## config.mk

```make
export PLATFORM = sky130hd
export DESIGN_NAME = fb_port_sched
export DESIGN_NICKNAME = d
export VERILOG_FILES = /design/src/rtl/fb_port_sched.sv
export SDC_FILE = /design/constraint.sdc
export NUM_CORES = 1
export LEC_CHECK = 0
export CAP_MARGIN = 5
export CORE_MARGIN = 5
export CORE_UTILIZATION = 29
export CTS_BUF_LIST = sky130_fd_sc_hd__clkbuf_8
export DETAILED_ROUTE_END_ITERATION = 7
export DONT_BUFFER_PORTS = 1
export GPL_ROUTABILITY_DRIVEN = 0
export HOLD_SLACK_MARGIN = 0.08
export PLACE_DENSITY = 0.55
export SLEW_MARGIN = 20
export SYNTH_ARGS = -nofsm -noshare
export SYNTH_HDL_FRONTEND = slang
export SYNTH_SLANG_ARGS = --single-unit
export TNS_END_PERCENT = 20
```

## constraint.sdc

```tcl
create_clock -name clk -period 2.09 [get_ports clk]
set_clock_uncertainty 0.15 [all_clocks]
set_input_delay 0.3135 -clock clk [delete_from_list [all_inputs] [get_ports clk]]
set_output_delay 0.3135 -clock clk [all_outputs]
set_load 0.02 [all_outputs]
```

## src/rtl/fb_port_sched.sv

```systemverilog
// Frame-buffer access scheduler: shares RAM port A between a sequential pixel writer and a
// random-access reader, and drives port B from a free-running raster scanner.
module fb_port_sched #(
   parameter int unsigned ADDR_WIDTH = 14,
   parameter int unsigned DATA_WIDTH = 8,
   parameter int unsigned FB_DEPTH   = 9680
) (
   input  logic                  clk,
   input  logic                  rst_n,
   // Pixel writer
   input  logic                  wr_valid_i,
   input  logic                  wr_sof_i,
   input  logic [DATA_WIDTH-1:0] wr_data_i,
   output logic                  wr_ready_o,
   output logic                  wr_frame_done_o,
   // Random-access reader
   input  logic                  rd_req_i,
   input  logic [ADDR_WIDTH-1:0] rd_addr_i,
   output logic                  rd_ack_o,
   output logic [DATA_WIDTH-1:0] rd_data_o,
   output logic                  rd_err_o,
   // Raster scanner
   input  logic                  scan_en_i,
   input  logic                  scan_start_i,
   output logic                  scan_valid_o,
   output logic [DATA_WIDTH-1:0] scan_data_o,
   output logic                  scan_last_o,
   // RAM
   output logic                  ram_we_o,
   output logic [ADDR_WIDTH-1:0] ram_addr_a_o,
   output logic [DATA_WIDTH-1:0] ram_din_a_o,
   input  logic [DATA_WIDTH-1:0] ram_dout_a_i,
   output logic [ADDR_WIDTH-1:0] ram_addr_b_o,
   input  logic [DATA_WIDTH-1:0] ram_dout_b_i
);

   localparam logic [ADDR_WIDTH-1:0] LastAddr = ADDR_WIDTH'(FB_DEPTH - 1);
   localparam logic [ADDR_WIDTH:0]   DepthExt = (ADDR_WIDTH + 1)'(FB_DEPTH);

   typedef enum logic [1:0] {RIdle, RIssue, RData, RAck} rd_state_e;
   typedef enum logic [0:0] {SIdle, SRun} scan_state_e;

   rd_state_e   rd_state_q, rd_state_d;
   scan_state_e scan_state_q, scan_state_d;

   logic                  rr_last_q, rr_last_d;   // 1: reader won the last contended grant
   logic [ADDR_WIDTH-1:0] wr_ptr_q, wr_ptr_d;
   logic                  frame_done_q, frame_done_d;
   logic                  pend_err_q, pend_err_d;
   logic [DATA_WIDTH-1:0] rd_data_q, rd_data_d;
   logic                  rd_err_q, rd_err_d;
   logic [ADDR_WIDTH-1:0] scan_ptr_q, scan_ptr_d;
   logic                  scan_valid_q, scan_valid_d;
   logic                  scan_last_q, scan_last_d;

   logic                  rd_in_range;
   logic                  rd_want;
   logic                  rd_grant;
   logic                  wr_grant;
   logic                  wr_ready;
   logic [ADDR_WIDTH-1:0] wr_addr;
   logic                  scan_issue;

   // ---------------------------------------------------------------------------------------
   // Port A arbitration
   // ---------------------------------------------------------------------------------------
   always_comb begin
      rd_in_range = ({1'b0, rd_addr_i} < DepthExt);
      rd_want     = (rd_state_q == RIssue) && rd_in_range;
      // Writer has priority unless the reader is due its round-robin turn.
      wr_grant    = !rd_want || rr_last_q;
      rd_grant    = rd_want && (!wr_valid_i || !rr_last_q);
      wr_ready    = wr_valid_i && wr_grant;
      wr_addr     = wr_sof_i ? '0 : wr_ptr_q;
      rr_last_d   = (wr_valid_i && rd_want) ? rd_grant : rr_last_q;
   end

   always_comb begin
      wr_ptr_d     = wr_ptr_q;
      frame_done_d = 1'b0;
      if (wr_ready) begin
         wr_ptr_d     = (wr_addr == LastAddr) ? '0 : wr_addr + 1'b1;
         frame_done_d = (wr_addr == LastAddr);
      end
   end

   always_comb begin
      ram_we_o     = wr_ready;
      ram_addr_a_o = '0;
      ram_din_a_o  = '0;
      if (wr_ready) begin
         ram_addr_a_o = wr_addr;
         ram_din_a_o  = wr_data_i;
      end else if (rd_grant) begin
         ram_addr_a_o = rd_addr_i;
      end
   end

   // ---------------------------------------------------------------------------------------
   // Reader FSM
   // ---------------------------------------------------------------------------------------
   always_ff @(posedge clk or negedge rst_n) begin
      if (!rst_n) rd_state_q <= RIdle;
      else        rd_state_q <= rd_state_d;
   end

   always_comb begin
      rd_state_d = rd_state_q;
      unique case (rd_state_q)
         RIdle:  if (rd_req_i) rd_state_d = RIssue;
         RIssue: if (!rd_in_range || rd_grant) rd_state_d = RData;
         RData:  rd_state_d = RAck;
         RAck:   rd_state_d = RIdle;
         default: rd_state_d = RIdle;
      endcase
   end

   always_comb begin
      rd_ack_o   = (rd_state_q == RAck);
      pend_err_d = pend_err_q;
      rd_data_d  = rd_data_q;
      rd_err_d   = rd_err_q;
      if (rd_state_q == RIssue) pend_err_d = !rd_in_range;
      if (rd_state_q == RData) begin
         rd_data_d = pend_err_q ? '0 : ram_dout_a_i;
         rd_err_d  = pend_err_q;
      end
   end

   // ---------------------------------------------------------------------------------------
   // Scanner FSM
   // ---------------------------------------------------------------------------------------
   always_ff @(posedge clk or negedge rst_n) begin
      if (!rst_n) scan_state_q <= SIdle;
      else        scan_state_q <= scan_state_d;
   end

   always_comb begin
      scan_state_d = scan_state_q;
      unique case (scan_state_q)
         SIdle:   if (scan_en_i && scan_start_i) scan_state_d = SRun;
         SRun:    if (!scan_en_i) scan_state_d = SIdle;
         default: scan_state_d = SIdle;
      endcase
   end

   always_comb begin
      scan_issue   = (scan_state_q == SRun) && scan_en_i;
      scan_valid_d = scan_issue;
      scan_last_d  = scan_issue && (scan_ptr_q == LastAddr);
      scan_ptr_d   = scan_ptr_q;
      if ((scan_state_q == SIdle) && scan_en_i && scan_start_i) begin
         scan_ptr_d = '0;
      end else if (scan_issue) begin
         // A restart still issues the current address; the next one is 0.
         scan_ptr_d = (scan_start_i || (scan_ptr_q == LastAddr)) ? '0 : scan_ptr_q + 1'b1;
      end
   end

   always_comb begin
      ram_addr_b_o = scan_ptr_q;
      scan_valid_o = scan_valid_q;
      scan_last_o  = scan_last_q;
      scan_data_o  = scan_valid_q ? ram_dout_b_i : '0;
   end

   // ---------------------------------------------------------------------------------------
   // Datapath registers
   // ---------------------------------------------------------------------------------------
   always_ff @(posedge clk or negedge rst_n) begin
      if (!rst_n) begin
         rr_last_q    <= 1'b1;
         wr_ptr_q     <= '0;
         frame_done_q <= 1'b0;
         pend_err_q   <= 1'b0;
         rd_data_q    <= '0;
         rd_err_q     <= 1'b0;
         scan_ptr_q   <= '0;
         scan_valid_q <= 1'b0;
         scan_last_q  <= 1'b0;
      end else begin
         rr_last_q    <= rr_last_d;
         wr_ptr_q     <= wr_ptr_d;
         frame_done_q <= frame_done_d;
         pend_err_q   <= pend_err_d;
         rd_data_q    <= rd_data_d;
         rd_err_q     <= rd_err_d;
         scan_ptr_q   <= scan_ptr_d;
         scan_valid_q <= scan_valid_d;
         scan_last_q  <= scan_last_d;
      end
   end

   assign wr_ready_o      = wr_ready;
   assign wr_frame_done_o = frame_done_q;
   assign rd_data_o       = rd_data_q;
   assign rd_err_o        = rd_err_q;

endmodule

```

==> metrics.txt <==
top_reg_cell synth=dfrtp_1; count of max-cap constraint violations=0; core footprint=0.009109 mm^2; Critical R2R Capture=wr_ptr_q[3]; Die Span X=about 110 um; worst skew pair latency=approximately 0.30 ns; Port Buffers=0; via count=2503; RSZ-0062 raised after global routing=true; CTS clk-pin slew, worst paths=roughly 0.1 ns; run status=complete, but fails checks; crit path max fanout=5; R2R setup slack=0.09 ns; Num Clock Sinks=45; pre-CTS setup slack=-0.1255 ns; post-synthesis sequential area ratio=0.4204; worst hold margin=0.09238 ns; DP Wirelength=5.657 mm; Fmax achieved=approximately 460 MHz; final std cells w/o fill=a little under 500; Final min period=2.194 ns; Required @ worst endpoint=1.63 ns; Ports=104; normalized max-slew margin=0.6699; GR Util All Layers=0.1338; placed cell count=between 400 and 500; Slew @ Worst Pin=0.4946 ns; max layer used=met4; Syn Area/Cell=8.512 um^2; die height=106.2 um; Final Net Count=422; number of flops mapped to enable cells by yosys=0; fill count=~910; Post-Syn Area=0.002681 mm^2; Final Max Slew Viols=0; first-pass GRT wire length=12.38 mm; met1 WL=3.374 mm; H-tree depth=2; Final WS setup=-0.1043 ns; Post-Route WL=between 7 and 8 mm; failing checks=negative setup slack; Final Hold Viols=0; CTS tree=built; Area growth syn-to-layout=37.33%; Synth Warn #=0; ys async rst share=1.000; Met2 Wirelength=3.835 mm; clk buf depth=2; initial antenna violation count=0; hold depth=3; FP Rows=35; gr ovfl total=0; Initial Util=0.2944; antenna viol nets, final=0; Setup crit end kind=output pin; Worst EP arrival=1.73 ns; Root Buffer=clkbuf_8; vias per cell=5.182; Worst R2R Start=wr_ptr_q[12]; Synth Register Bits=45; CTS buffer count=5; vias in the first global route=2461; Setup crit start kind=input port; Cells after Synth=roughly 320; proportion of layout cells with a drive suffix above 1=0.2661; Distinct cells, synth=49; number of DRC markers in iteration 0=217; reg2reg path depth=5; Post-route DRC=0; WHS Endpoint=wr_ptr_q[12]; Final Cell Area=0.003682 mm^2; leakage power=0.001644 uW; die area=0.01127 mm^2; Peak VDD IR=0.2855 mV; syn nets=366; power density over the cells=753.7 mW/mm^2; fin crit share=1.050; placed cell areas=between 0.003 and 0.004 mm^2; routed wl met3=around 400 um; largest net degree at the start of global routing=46; Ant. Diodes=0; Setup-failing EPs final=23; DRT Pass-1 Iters=4; Worst Hold Launch=wr_sof_i; min-delay worst type=input port to flop; Setup CP Type=input port to output pin; routed len/inst=16.00 um
[worst max-delay path, cell delays in order]
cell	delay (ns)
or2_4	0.23
or4_4	0.53
a41o_4	0.26
inv_6	0.09
clkbuf_16	0.14
and2_4	0.17
[final cells by class]
class / instances / area (um^2) / share of cell area
clock buffers: 6 / 82.58 / 0.02243
clock inverters: 2 / 13.76 / 0.003738
inverters: 23 / 91.34 / 0.02480
multi-input cells: 233 / 1638 / 0.4448
flip-flops and latches: 45 / 1129 / 0.3065
well taps: 111 / 138.9 / 0.03772
repair buffers: 63 / 589.3 / 0.1600
[cell families (layout without fill, tap and decap cells)]
logic type,after synthesis,in the layout,synth area share
xor+xnor,1,1,0.003267
fa+ha+maj,6,6,0.02800
flops,45,45,0.4204
mux,4,4,0.01587
buf+inv,37,94,0.05506
compound gates,77,77,0.1727
simple gates,145,145,0.3047
[worst max path at each step]
stage | end | depth (start not counted) | from
after floorplan | ram_addr_a_o[10] | 6 | rd_addr_i[12]
after global placement | ram_din_a_o[0] | 6 | rd_addr_i[12]
after detailed placement | ram_din_a_o[0] | 6 | rd_addr_i[12]
after CTS | ram_din_a_o[0] | 6 | rd_addr_i[12]
after global routing | ram_din_a_o[6] | 6 | rd_addr_i[12]
final | ram_din_a_o[6] | 6 | rd_addr_i[12]
[timing repair]
item | in CTS | in global routing
endpoints found under the hold margin | 58 | 1
setup buffers | 1 | 0
pin swaps | 14 | 2
cloned | 1 | 1
setup endpoints to repair | 26 | 33
resized for setup | 14 | 11
hold buffers | 12 | 1
[layout by cell type, fill, tap and decap left out, drive strengths merged, types with 3 or more instances in the layout]
cell type / n
o21ai: 37
clkbuf: 7
and2: 21
dfrtp: 44
nor4: 5
nand3: 18
a21oi: 13
a31oi: 4
nor3: 7
nand2: 41
ha: 6
or3: 9
a22o: 4
nor2b: 4
inv: 23
and3: 4
nand2b: 3
nand3b: 10
dlygate4sd3: 12
a21o: 8
buf: 50
nor2: 9
[synth_stat cells, types with 8 or more instances]
library cell / count / area (um^2)
a21o_1: 8 / 60.06
a21oi_1: 13 / 65.06
clkbuf_1: 9 / 33.78
inv_1: 23 / 86.33
nor2_1: 9 / 33.78
or3_1: 9 / 56.30
nand2_1: 41 / 153.9
and2_1: 21 / 131.4
o21ai_0: 37 / 185.2
nand3b_1: 10 / 75.07
dfrtp_1: 44 / 1101
nand3_1: 18 / 90.09
[per-layer routing]
metal / up-vias / GRT usage
met1: 1214 / 0.1701
met3: 9 / 0.03339
met4: 0 / 0.04718
li1: 1219 / -
met2: 61 / 0.2204
met5: - / 0
[flip-flops by register name, indices dropped and copies added (netlist names)]
register,flops
scan_valid_o,1
wr_ptr_q,14
pend_err_q,1
ram_addr_b_o,14
scan_state_q,1
wr_frame_done_o,1
rd_state_q,2
scan_last_o,1
rr_last_q,1
rd_data_o,8
rd_err_o,1
[report_power, final]
| part | total, uW | switching, uW | leakage [uW] | internal (uW) |
|---|---|---|---|---|
| clock network | 579 | 310 | 0.0000512 | 269 |
| registers | 1190 | 190 | 0.000601 | 1000 |
| logic | 1000 | 547 | 0.000992 | 457 |
| total | 2780 | 1050 | 0.00164 | 1730 |
[through the flow]
step	utilization	power, uW	setup TNS [ns]
2_1_floorplan	-	1849	-2.042
3_3_place_gp	0.3588	2024	-1.952
3_5_place_dp	0.3588	2045	-2.515
4_1_cts	0.3957	2762	-1.966
5_1_grt	0.4043	2961	-2.540
6_report	0.4043	2775	-1.569
Power figures use the tool's default switching activity.
